## config.mk

```make
export PLATFORM = sky130hd
export DESIGN_NAME = button_toggle_pulser
export DESIGN_NICKNAME = d
export VERILOG_FILES = /design/src/rtl/button_toggle_pkg.sv /design/src/rtl/button_toggle_pulser_sync2.sv /design/src/rtl/button_toggle_pulser.sv
export SDC_FILE = /design/constraint.sdc
export NUM_CORES = 1
export LEC_CHECK = 0
export CORE_MARGIN = 5
export CORE_UTILIZATION = 30
export CTS_BUF_LIST = sky130_fd_sc_hd__clkbuf_4 sky130_fd_sc_hd__clkbuf_8
export DETAILED_ROUTE_END_ITERATION = 10
export GPL_TIMING_DRIVEN = 0
export PLACE_DENSITY = 0.46
export RECOVER_POWER = 50
export REMOVE_ABC_BUFFERS = 1
export SLEW_MARGIN = 5
export SYNTH_ARGS = -nofsm -noshare
export SYNTH_HDL_FRONTEND = slang
export SYNTH_SLANG_ARGS = --single-unit
```

## constraint.sdc

```tcl
create_clock -name clock -period 3.4 [get_ports clock]
set_input_delay 0.51 -clock clock [delete_from_list [all_inputs] [get_ports clock]]
set_output_delay 0.51 -clock clock [all_outputs]
set_load 0.005 [all_outputs]
```

## src/rtl/button_toggle_pkg.sv

```systemverilog
// Shared types and constants for the push-button conditioning block.
package button_toggle_pkg;

    localparam int DEFAULT_DEBOUNCE_CYCLES = 16;

    typedef enum logic [1:0] {
        RELEASED      = 2'd0,
        PRESS_CHECK   = 2'd1,
        PRESSED       = 2'd2,
        RELEASE_CHECK = 2'd3
    } btn_state_e;

endpackage

```

## src/rtl/button_toggle_pulser_sync2.sv

```systemverilog
// Two-flop synchronizer that brings the raw asynchronous button into the clock domain.
module sync2 (
    input  logic clock,
    input  logic reset,
    input  logic d,
    output logic q
);

    logic sync_q1_q;
    logic sync_q1_d;
    logic sync_q2_q;
    logic sync_q2_d;

    always_comb begin
        sync_q1_d = d;
        sync_q2_d = sync_q1_q;
    end

    always_ff @(posedge clock) begin
        if (reset) begin
            sync_q1_q <= 1'b0;
            sync_q2_q <= 1'b0;
        end else begin
            sync_q1_q <= sync_q1_d;
            sync_q2_q <= sync_q2_d;
        end
    end

    assign q = sync_q2_q;

endmodule

```

## src/rtl/button_toggle_pulser.sv

```systemverilog
// Turns a bouncing push-button into one clean synchronous pulse per press plus a
// debounced level; the pulse is intended to drive a toggle flip-flop's T input.
module button_toggle_pulser
    import button_toggle_pkg::*;
#(
    parameter int DEBOUNCE_CYCLES = DEFAULT_DEBOUNCE_CYCLES,
    parameter int CNT_WIDTH       = $clog2(DEBOUNCE_CYCLES + 1)
) (
    input  logic clock,
    input  logic reset,
    input  logic button,
    output logic pulse,
    output logic level
);

    localparam logic [CNT_WIDTH-1:0] CNT_LAST = CNT_WIDTH'(DEBOUNCE_CYCLES - 1);
    localparam logic [CNT_WIDTH-1:0] CNT_ONE  = CNT_WIDTH'(1);

    logic           btn_sync;
    btn_state_e     state_q;
    btn_state_e     state_d;
    logic [CNT_WIDTH-1:0] cnt_q;
    logic [CNT_WIDTH-1:0] cnt_d;
    logic           pulse_q;
    logic           pulse_d;
    logic           level_q;
    logic           level_d;

    sync2 u_sync2 (
        .clock (clock),
        .reset (reset),
        .d     (button),
        .q     (btn_sync)
    );

    // Each CHECK state counts consecutive samples of the new level; any sample
    // of the old level sends the FSM straight back without touching the outputs.
    always_comb begin
        state_d = state_q;
        cnt_d   = cnt_q;
        pulse_d = 1'b0;
        level_d = level_q;
        unique case (state_q)
            RELEASED: begin
                if (btn_sync) begin
                    state_d = PRESS_CHECK;
                    cnt_d   = CNT_ONE;
                end
            end
            PRESS_CHECK: begin
                if (!btn_sync) begin
                    state_d = RELEASED;
                    cnt_d   = '0;
                end else if (cnt_q == CNT_LAST) begin
                    state_d = PRESSED;
                    cnt_d   = '0;
                    pulse_d = 1'b1;
                    level_d = 1'b1;
                end else begin
                    cnt_d = cnt_q + CNT_ONE;
                end
            end
            PRESSED: begin
                if (!btn_sync) begin
                    state_d = RELEASE_CHECK;
                    cnt_d   = CNT_ONE;
                end
            end
            RELEASE_CHECK: begin
                if (btn_sync) begin
                    state_d = PRESSED;
                    cnt_d   = '0;
                end else if (cnt_q == CNT_LAST) begin
                    state_d = RELEASED;
                    cnt_d   = '0;
                    level_d = 1'b0;
                end else begin
                    cnt_d = cnt_q + CNT_ONE;
                end
            end
            default: begin
                state_d = RELEASED;
                cnt_d   = '0;
            end
        endcase
    end

    always_ff @(posedge clock) begin
        if (reset) begin
            state_q <= RELEASED;
            cnt_q   <= '0;
            pulse_q <= 1'b0;
            level_q <= 1'b0;
        end else begin
            state_q <= state_d;
            cnt_q   <= cnt_d;
            pulse_q <= pulse_d;
            level_q <= level_d;
        end
    end

    assign pulse = pulse_q;
    assign level = level_q;

endmodule

```

Yosys cells after proc, flatten, opt, wreduce, memory -nomap -nowiden
Index checks and enable logic that the tools add are counted.
- mux-type cells: 19
- equal/unequal tests: 12
- add/subtract/negate cells: 1
- bitwise logic cells: 2
- reductions and logical operators: 6
- operators by type and width (cell ; number):
    $mux W5 ; 5
    $pmux W5 S4 ; 1
    $mux W2 ; 6
    $ne A2 B2 Y1 const B ; 4
    $pmux W2 S4 ; 1
    $add A5 B1 Y5 const B ; 1
    $eq A5 B4 Y1 const B ; 1
    $mux W1 ; 5
    $reduce_and A5 Y1 ; 1
    $eq A2 B2 Y1 const B ; 2
    $ne A2 B1 Y1 const B ; 2
    $reduce_and A4 Y1 ; 1
    $ne A3 B2 Y1 const B ; 1
    $ne A3 B3 Y1 const B ; 1
    $reduce_or A3 Y1 ; 1
    $eq A2 B1 Y1 const B ; 1
    $logic_not A2 Y1 ; 1
    $not A1 Y1 ; 2
    $pmux W1 S2 ; 1
    $reduce_and A2 Y1 ; 1
    $reduce_bool A2 Y1 ; 1
- flip-flop bits (word level): 11
- input port bits: 3
- output and inout port bits: 2
- word-level logic and storage cells: 46

Logic depth before layout (Yosys ltp)
Gate-level depths: netlist of the first run.
- depth after elaboration: 4
- gate-level depth with buffers: 5
- gate-level depth less buffers: 4

Modules after synthesis
A second synthesis of the first run with hierarchy kept.
- cells, all modules: 54
- area total of the unflattened synthesis: 509.2 um2
- modules (own cells, without submodules) (module ; sequential area each (um2) ; area each (um2) ; cells each ; times used):
    button_toggle_pulser ; 180.2 ; 456.7 ; 50 ; 1
    sync2 ; 40.0 ; 52.6 ; 4 ; 1

Least setup slack after synthesis of the first run
No wires, ideal clock.
- path type: register -> register
- start: register cnt_q[0]
- end: register cnt_q[3]
- setup time: 88 ps
- stages on the path, launching flop included: 6
- required time: 3312 ps
- data arrival time: 1369 ps
- setup slack: 1942 ps
- cell sequence: dfxtp_1 > ha_1 > and4b_1 > clkbuf_1 > or4_4 > o32ai_2
- word-level cells in the longest chain between the ends: 4
- elaborated cells between the ends (all ways): 6
- classes of those cells: add/sub (1); eq/ne (1); mux (4)
- ends and longest elaborated chain (element ; RTL line ; RTL):
    start: declaration ; button_toggle_pulser.sv:22 ; logic [CNT_WIDTH-1:0] cnt_q;
    start signal: assignment ; button_toggle_pulser.sv:96 ; cnt_q <= cnt_d;
    $add A5 B1 Y5 or $eq A5 B4 Y1 (tied branches) ; n/a ;
    $mux W5 * ; button_toggle_pulser.sv:54, button_toggle_pulser.sv:73 ;
    $mux W5, on equally long branches ; button_toggle_pulser.sv:70, button_toggle_pulser.sv:51 ;
    $pmux W5 S4 * ; button_toggle_pulser.sv:43 ; unique case (state_q)
Every way passes the cells marked *; elsewhere a longest branch is shown, timed or not.
A chain may end at the register's enable or synchronous reset.

==> results of run 1 <==
## cells in the final DEF, fill, tap and decap left out, types with 2 or more instances in the layout
cell	count
nand3_1	5
clkbuf_4	3
nand2_1	3
nor3b_1	2
dfxtp_1	11
nand2b_1	2
xnor2_1	2
inv_1	4
nor2b_1	2
a21oi_1	3
clkdlybuf4s50_1	3
## power by group through the flow
stage / Sequential [mW] / Clock (mW) / Combinational, mW
floorplan: 0.139 / 0 / 0.00805
global placement: 0.139 / 0 / 0.0187
detailed placement: 0.139 / 0 / 0.0183
CTS: 0.136 / 0.0949 / 0.0184
global route: 0.137 / 0.102 / 0.0201
finish: 0.136 / 0.0901 / 0.0178
## layout make-up
| class | count | area [sq um] | area share |
|---|---|---|---|
| multi-input cells | 37 | 262 | 0.448 |
| flip-flops and latches | 11 | 220 | 0.377 |
| repair buffers | 4 | 40.0 | 0.0685 |
| clock buffers | 3 | 22.5 | 0.0385 |
| well taps | 16 | 20.0 | 0.0343 |
| inverters | 4 | 15.0 | 0.0257 |
| clock inverters | 1 | 5.00 | 0.00857 |
## final timing paths
kind | startpoint | to | slack, ns | depth (start not counted)
worst max-delay path | reset | cnt_q[3]$_SDFFE_PP0P_ | 1.64 | 3
worst min-delay path | u_sync2.sync_q1_q$_SDFF_PP0_ | u_sync2.q$_SDFF_PP0_ | 0.45 | 1
worst max register to register | cnt_q[0]$_SDFFE_PP0P_ | cnt_q[3]$_SDFFE_PP0P_ | 1.89 | 4
worst min register to register | u_sync2.sync_q1_q$_SDFF_PP0_ | u_sync2.q$_SDFF_PP0_ | 0.45 | 1
## cell families (layout without fill, tap and decap cells)
| group | count (synthesis) | after routing | synth area share |
|---|---|---|---|
| AOI/OAI and AO/OA | 11 | 11 | 0.162 |
| xor gates and xnor gates | 3 | 3 | 0.0516 |
| adders and majority gates | 1 | 1 | 0.0246 |
| buffers and inverters | 7 | 12 | 0.0540 |
| DFF | 11 | 11 | 0.432 |
| and+or+nand+nor | 22 | 22 | 0.275 |
## metrics by stage
stage	instance area, sq um	total power [mW]	hold slack [ns]	setup WS, ns
2_1_floorplan	497	0.147	0.414	2.02
3_3_place_gp	557	0.158	0.420	1.36
3_5_place_dp	557	0.157	0.447	1.38
4_1_cts	584	0.249	0.459	1.65
5_1_grt	584	0.259	0.471	1.59
6_report	584	0.244	0.454	1.64
## flip-flops by register name, summed over array words and instances (netlist names), named ones only
signal,cells
u_sync2.sync_q1_q,1
level,1
state_q,1
cnt_q,5
pulse,1
u_sync2.q,1
## layer usage
layer / global-route usage / wire (um) / part of all wire / up-vias
li1: - / - / - / 209
met5: 0 / 0 / 0 / -
met2: 0.120 / 407 / 0.42 / 10
met3: 0.0523 / 66 / 0.069 / 0
met4: 0.0135 / 0 / 0 / 0
met1: 0.113 / 487 / 0.51 / 179
==> impl_metrics.ini, run 1 <==
[status]
outcome = finished, final reports clean

[die]
core_sq_mm = 0.00156
io_pins = 5
die_w_um = 51.2
rows = 14
fp.dieH_um = 51.2
start_util = 0.327
die_area_sq_mm = 0.00262

[worst_setup_path]
arrival_ns = 1.95
cp-end-kind = register
slowest_stage = dlygate4sd3_1
crit_required_ns = 3.58
worst-path-max-fanout = 16
worst_setup_path_start_kind = primary input
cp_num_buf_inv = 1
worst_path_largest_cell_delay_ns = 0.75
cpLargestDelayFamily = buffers and inverters
cp_cell_sequence = dlygate4sd3_1, or4_4, o32ai_2
critical_path_class = primary input to register

[final_layout]
instances_no_fill = 76
drive_gt1_frac = 0.117
antenna_cells = 0
fin_util = 0.375
fillCellCount = 163
area_delta_synth_final_pct = 14.7
nets = 65

[timing]
setup_viol = 0
worstMarginPinSlew_ns = 0.556
relSlewSlack = 0.628
tns_ns = 0
skew_ns = 0.00464
maxSlewViolCount = 0
max_freq_ghz = 0.567
grt_setup_unrepaired = no
period_share = 0.519
hold_viol = 0
post-route-min-period_ns = 1.76

[global_route]
overflow = 0
grt_pass1_wl_um = 1660
grt_pass1_vias = 361
antenna_found_initial = 0
grt_util_all_layers = 0.0856
grt_max_degree = 17

[logic_synthesis]
avgSynthCellArea_sq_um = 9.26
synth_edf_count = 0
ys_async_sr_fraction = 0
ys_warn_count = 0
synth_largest_area_cell = dfxtp_1
syn-cell-area_sq_um = 509
synth_flop_cell = dfxtp_1
synthTopCellsByCount = dfxtp_1 (11), nand3_1 (5), inv_1 (4), a21oi_1 (3), nand2_1 (3)
ys_types = 29
yosysSeqAreaShare = 0.432
synthTopCellsByArea = dfxtp_1 (43%), nand3_1 (4.9%), xnor2_1 (3.4%)
yosysMostFrequentCell = dfxtp_1
ys_ff_latch = 11
yosys.area.top_type_share = 0.432
postSynthCellCount = 55

[detailed_routing]
vias_per_cell = 5.24
ant_nets = 0
wl_per_cell_um = 12.6
drc = 0
drt_pre_antenna_iters = 4
num_vias = 398
routed_wl_um = 961
first_iter_violations = 13

[power_and_ir_drop]
sw_frac_of_total = 0.239
peakVddDrop_mv = 0.285
power_density_mw_per_mm2 = 417
clkPwrFrac = 0.369
p_seq_frac = 0.558
leakage_nw = 0.199
comb_power_share = 0.073
internal_power_uw = 186
p_sw_uw = 58.2

[clocking]
clock-root-buffer = clkbuf_4
ctsHoldBuffers = 0
clock_sinks = 11
cts_resized = 0
cts_made_buffers = 3
clock_latency_ns = 0.27
ctsLongestPathBuffers = 2
cts_tree = built
ctsHtreeMaxLevel = 1
cts_setup_buffers = 0
clk_pin_slew_ns = 0.08

[flow_run]
maxCapViolCount = 0

[placement]
gp_congestion = 0.715
dp_hpwl_um = 658
placed_cells = 72
portBuffers = 4

[hold_path]
hold_class = register to register
Note: power is estimated with default switching activity, not from simulation.
==> run 2: changes to the inputs <==
clock period = 1.7 ns   (was 3.4 ns; I/O delays follow)
==> run 2 against run 1 <==
Net effect:
- clock skew stayed put
- clock power increased by 100%
- critical path depth rose by 1
- die area did not move
- power increased by 100%
- clock-buffer cell count unchanged
- wire length is the same
- register-to-register slack got worse by 1.7 ns
- first-iteration DRC count unchanged
- hold slack unchanged
- worst setup slack worse by 1.4 ns
- critical endpoint unchanged
- largest cell class unchanged
==> impl_metrics.ini, run 2 (same netlist as run 1, synthesis figures left out) <==
[worst_setup_path]
crit_required_ns = 1.88
worst_path_largest_cell_delay_ns = 0.43
reg2reg_slack_ns = 0.19
worst_setup_path_start_kind = register
cp_cell_sequence = ha_1, and4b_1, or4_4, o32ai_2
cp_num_buf_inv = 0
startpoint = cnt_q[0]$_SDFFE_PP0P_
worstReg2RegEnd = cnt_q[3]$_SDFFE_PP0P_
cpLargestDelayFamily = simple AND/OR/NAND/NOR gates
worst-path-max-fanout = 7
cp-end-kind = register
critical_path_class = register to register
worst-path-stages = 4
endpoint = cnt_q[3]$_SDFFE_PP0P_
arrival_ns = 1.69
timing.rr.start = cnt_q[0]$_SDFFE_PP0P_
slowest_stage = or4_4
worstRegToRegCells = 4

[power_and_ir_drop]
p_sw_uw = 116
comb_power_share = 0.073
p_seq_frac = 0.558
peakVddDrop_mv = 0.569
leakage_nw = 0.203
clkPwrFrac = 0.369
sw_frac_of_total = 0.239
power_density_mw_per_mm2 = 835
internal_power_uw = 371

[final_layout]
final_common_cell = dfxtp_1
final_cell_area_sq_um = 584
layout_common_cells = dfxtp_1 (11), nand3_1 (5), inv_1 (4)
top_register = cnt_q
register_area_sq_um = 220
nets = 65
drive_gt1_frac = 0.117
largest_reg_flops = 5
fin_util = 0.375
fillCellCount = 163
multi_input_area_sq_um = 262
area_delta_synth_final_pct = 14.7
antenna_cells = 0
instances_no_fill = 76

[detailed_routing]
drt_pre_antenna_iters = 4
routed_wl_um = 961
first_iter_violations = 13
ant_nets = 0
num_vias = 398
wl_per_cell_um = 12.6
vias_per_cell = 5.24
drc = 0

[die]
die_area_sq_mm = 0.00262
rows = 14
io_pins = 5
core_sq_mm = 0.00156
start_util = 0.327
die_w_um = 51.2
fp.dieH_um = 51.2

[clocking]
cts_resized = 0
clock_latency_ns = 0.27
ctsHtreeMaxLevel = 1
cts_tree = built
clock-root-buffer = clkbuf_4
clk_pin_slew_ns = 0.08
ctsHoldBuffers = 0
cts_setup_buffers = 0
cts_made_buffers = 3
clock_sinks = 11
ctsLongestPathBuffers = 2

[global_route]
grt_max_degree = 17
grt_pass1_vias = 361
antenna_found_initial = 0
grt_util_all_layers = 0.0856
grt_pass1_wl_um = 1660
overflow = 0

[timing]
setup_viol = 0
relSlewSlack = 0.628
grt_setup_unrepaired = no
maxSlewViolCount = 0
period_share = 0.888
post-route-min-period_ns = 1.51
max_freq_ghz = 0.662
skew_ns = 0.00464
hold_viol = 0
worstMarginPinSlew_ns = 0.556

[placement]
placed_area_sq_um = 557
dp_hpwl_um = 658
placed_cells = 72
portBuffers = 4
gp_congestion = 0.715

[status]
outcome = finished, final reports clean

[hold_path]
hold_class = register to register
hp-start = u_sync2.sync_q1_q$_SDFF_PP0_

[flow_run]
maxCapViolCount = 0
-- run 2: power by group through the flow --
stage | logic (mW) | clock network (mW) | registers (mW)
after floorplan | 0.0161 | 0 | 0.277
after global placement | 0.0373 | 0 | 0.278
after detailed placement | 0.0366 | 0 | 0.278
after CTS | 0.0367 | 0.190 | 0.272
after global routing | 0.0402 | 0.204 | 0.274
final | 0.0356 | 0.180 | 0.272
-- run 2: per-layer routing --
metal,wire length [um],vias to the layer above,GRT usage
li1,-,209,-
met1,487,179,0.113
met2,407,10,0.120
met3,66,0,0.0523
met4,0,0,0.0135
met5,0,-,0
-- run 2: how the worst min path moves through the flow --
stage,end,slack (ns),cells past startpoint
6_report,u_sync2.q$_SDFF_PP0_,0.45,1
5_1_grt,u_sync2.q$_SDFF_PP0_,0.47,1
4_1_cts,u_sync2.q$_SDFF_PP0_,0.46,1
3_5_place_dp,u_sync2.q$_SDFF_PP0_,0.45,1
3_3_place_gp,u_sync2.q$_SDFF_PP0_,0.42,1
2_1_floorplan,register,0.32,1
-- run 2: worst register-to-register path: cells and delay by family, from the launching register on --
| kind | cells | cell delay (ns) |
|---|---|---|
| DFF | 1 | 0.34 |
| and+or+nand+nor | 2 | 0.72 |
| adders and majority gates | 1 | 0.25 |
| AOI/OAI and AO/OA | 1 | 0.10 |
-- run 2: cell type report --
| type | count | share of cell area |
|---|---|---|
| multi-input cells | 37 | 0.448 |
| flip-flops and latches | 11 | 0.377 |
| repair buffers | 4 | 0.0685 |
| clock buffers | 3 | 0.0385 |
| well taps | 16 | 0.0343 |
| inverters | 4 | 0.0257 |
| clock inverters | 1 | 0.00857 |
-- run 2: through the flow --
step / power [mW] / hold WS, ns / TNS [ns] / setup slack [ns]
after floorplan: 0.293 / 0.324 / 0 / 0.319
after global placement: 0.315 / 0.420 / -0.0812 / -0.0812
after detailed placement: 0.315 / 0.447 / -0.0629 / -0.0629
after CTS: 0.499 / 0.459 / 0 / 0.177
after global routing: 0.518 / 0.471 / 0 / 0.0965
final: 0.488 / 0.454 / 0 / 0.190
==> run 3: changes to the inputs <==
PLACE_DENSITY = not set   (was 0.46)
==> run 3 against run 2 <==
Net effect:
- register-to-register slack about the same
- utilization grew 0.16 points
- worst setup slack gained 0.012 ns
- non-clock buffer count is the same
- design area grew 0.43%
- critical endpoint unchanged
- highest routed layer is now met4
==> impl_metrics.ini, run 3 (same netlist as run 1, synthesis figures left out) <==
[status]
outcome = finished, final reports clean

[global_route]
overflow = 0
grt_max_degree = 17
grt_pass1_vias = 379
grt_use_met3 = 0.0203
grt_util_all_layers = 0.0863
top_usage_layer = met2
use_met1 = 0.113
antenna_found_initial = 0
grt_pass1_wl_um = 1660
groute.layer.met2.usage = 0.114

[final_layout]
multi_input_area_sq_um = 262
final_cell_area_sq_um = 587
top_register = cnt_q
area_delta_synth_final_pct = 15.2
layout_common_cells = dfxtp_1 (11), nand3_1 (5), inv_1 (4), clkbuf_4 (4)
final_common_cell = dfxtp_1
nets = 65
antenna_cells = 0
drive_gt1_frac = 0.117
fillCellCount = 171
largest_reg_flops = 5
register_area_sq_um = 220

[timing]
whs_ns = 0.442
setup_viol = 0
post-route-min-period_ns = 1.50
tns_ns = 0
fin_ws_ns = 0.202
grt_setup_unrepaired = no
skew_ns = 0.00255
max_freq_ghz = 0.667
relSlewSlack = 0.636
hold_viol = 0
period_share = 0.881
worstMarginPinSlew_ns = 0.544
maxSlewViolCount = 0

[detailed_routing]
ant_nets = 0
drc = 0
first_iter_violations = 9
num_vias = 413
wl_per_cell_um = 12.2
drt_pre_antenna_iters = 4
vias_per_cell = 5.43
routed_wl_um = 925

[die]
core_sq_mm = 0.00156
rows = 14
io_pins = 5
die_w_um = 51.2
fp.dieH_um = 51.2
die_area_sq_mm = 0.00262
start_util = 0.327

[worst_setup_path]
cp-end-kind = register
cp_num_buf_inv = 0
slowest_stage = or4_4
cp_cell_sequence = ha_1, and4b_1, or4_4, o32ai_2
crit_required_ns = 1.89
worst-path-max-fanout = 7
critical_path_class = register to register
cpLargestDelayFamily = simple AND/OR/NAND/NOR gates
worst_path_largest_cell_delay_ns = 0.44
arrival_ns = 1.68
worst_setup_path_start_kind = register

[power_and_ir_drop]
leakage_nw = 0.203
peakVddDrop_mv = 0.383
power_density_mw_per_mm2 = 850

[clocking]
clock-root-buffer = clkbuf_4
clock_latency_ns = 0.27
ctsHoldBuffers = 0
cts_tree = built
ctsHtreeMaxLevel = 1
clock_sinks = 11
ctsLongestPathBuffers = 2
cts_setup_buffers = 0
clk_pin_slew_ns = 0.07
cts_made_buffers = 3
cts_resized = 0

[placement]
placed_area_sq_um = 557
place_worst_setup_slack_ns = -0.0668
dp_hpwl_um = 632
portBuffers = 4
gp_congestion = 0.750

[flow_run]
maxCapViolCount = 0

[hold_path]
hold_class = register to register
==> run 3: where the power goes <==
| part | internal, mW | switching [mW] |
|---|---|---|
| Sequential | 0.266 | 0.00623 |
| Combinational | 0.0188 | 0.0166 |
| Clock | 0.107 | 0.0845 |
| Total | 0.391 | 0.107 |
==> run 3: final timing paths <==
check,slack (ns),cells past startpoint,end,from
max reg2reg,0.20,4,cnt_q[3]$_SDFFE_PP0P_,cnt_q[0]$_SDFFE_PP0P_
min,0.44,1,u_sync2.q$_SDFF_PP0_,u_sync2.sync_q1_q$_SDFF_PP0_
min reg2reg,0.44,1,u_sync2.q$_SDFF_PP0_,u_sync2.sync_q1_q$_SDFF_PP0_
max,0.20,4,cnt_q[3]$_SDFFE_PP0P_,cnt_q[0]$_SDFFE_PP0P_
==> run 3: routing by layer <==
layer / part of all wire / up-vias / wire (um)
met4: 0.030 / 0 / 28
met1: 0.48 / 186 / 447
met3: 0.062 / 3 / 57
met2: 0.42 / 14 / 391
li1: - / 210 / -
met5: 0 / - / 0
==> run 3: per-stage QoR <==
stage	power (mW)	cells	util
4_1_cts	0.512	76	0.376
6_report	0.499	76	0.376
2_1_floorplan	0.293	52	-
5_1_grt	0.528	76	0.376
3_3_place_gp	0.314	72	0.357
3_5_place_dp	0.314	72	0.357
==> run 3: cell type report <==
type | count | share of cell area
flip-flops and latches | 11 | 0.375
clock buffers | 4 | 0.0512
inverters | 4 | 0.0256
repair buffers | 4 | 0.0682
multi-input cells | 37 | 0.446
well taps | 16 | 0.0341
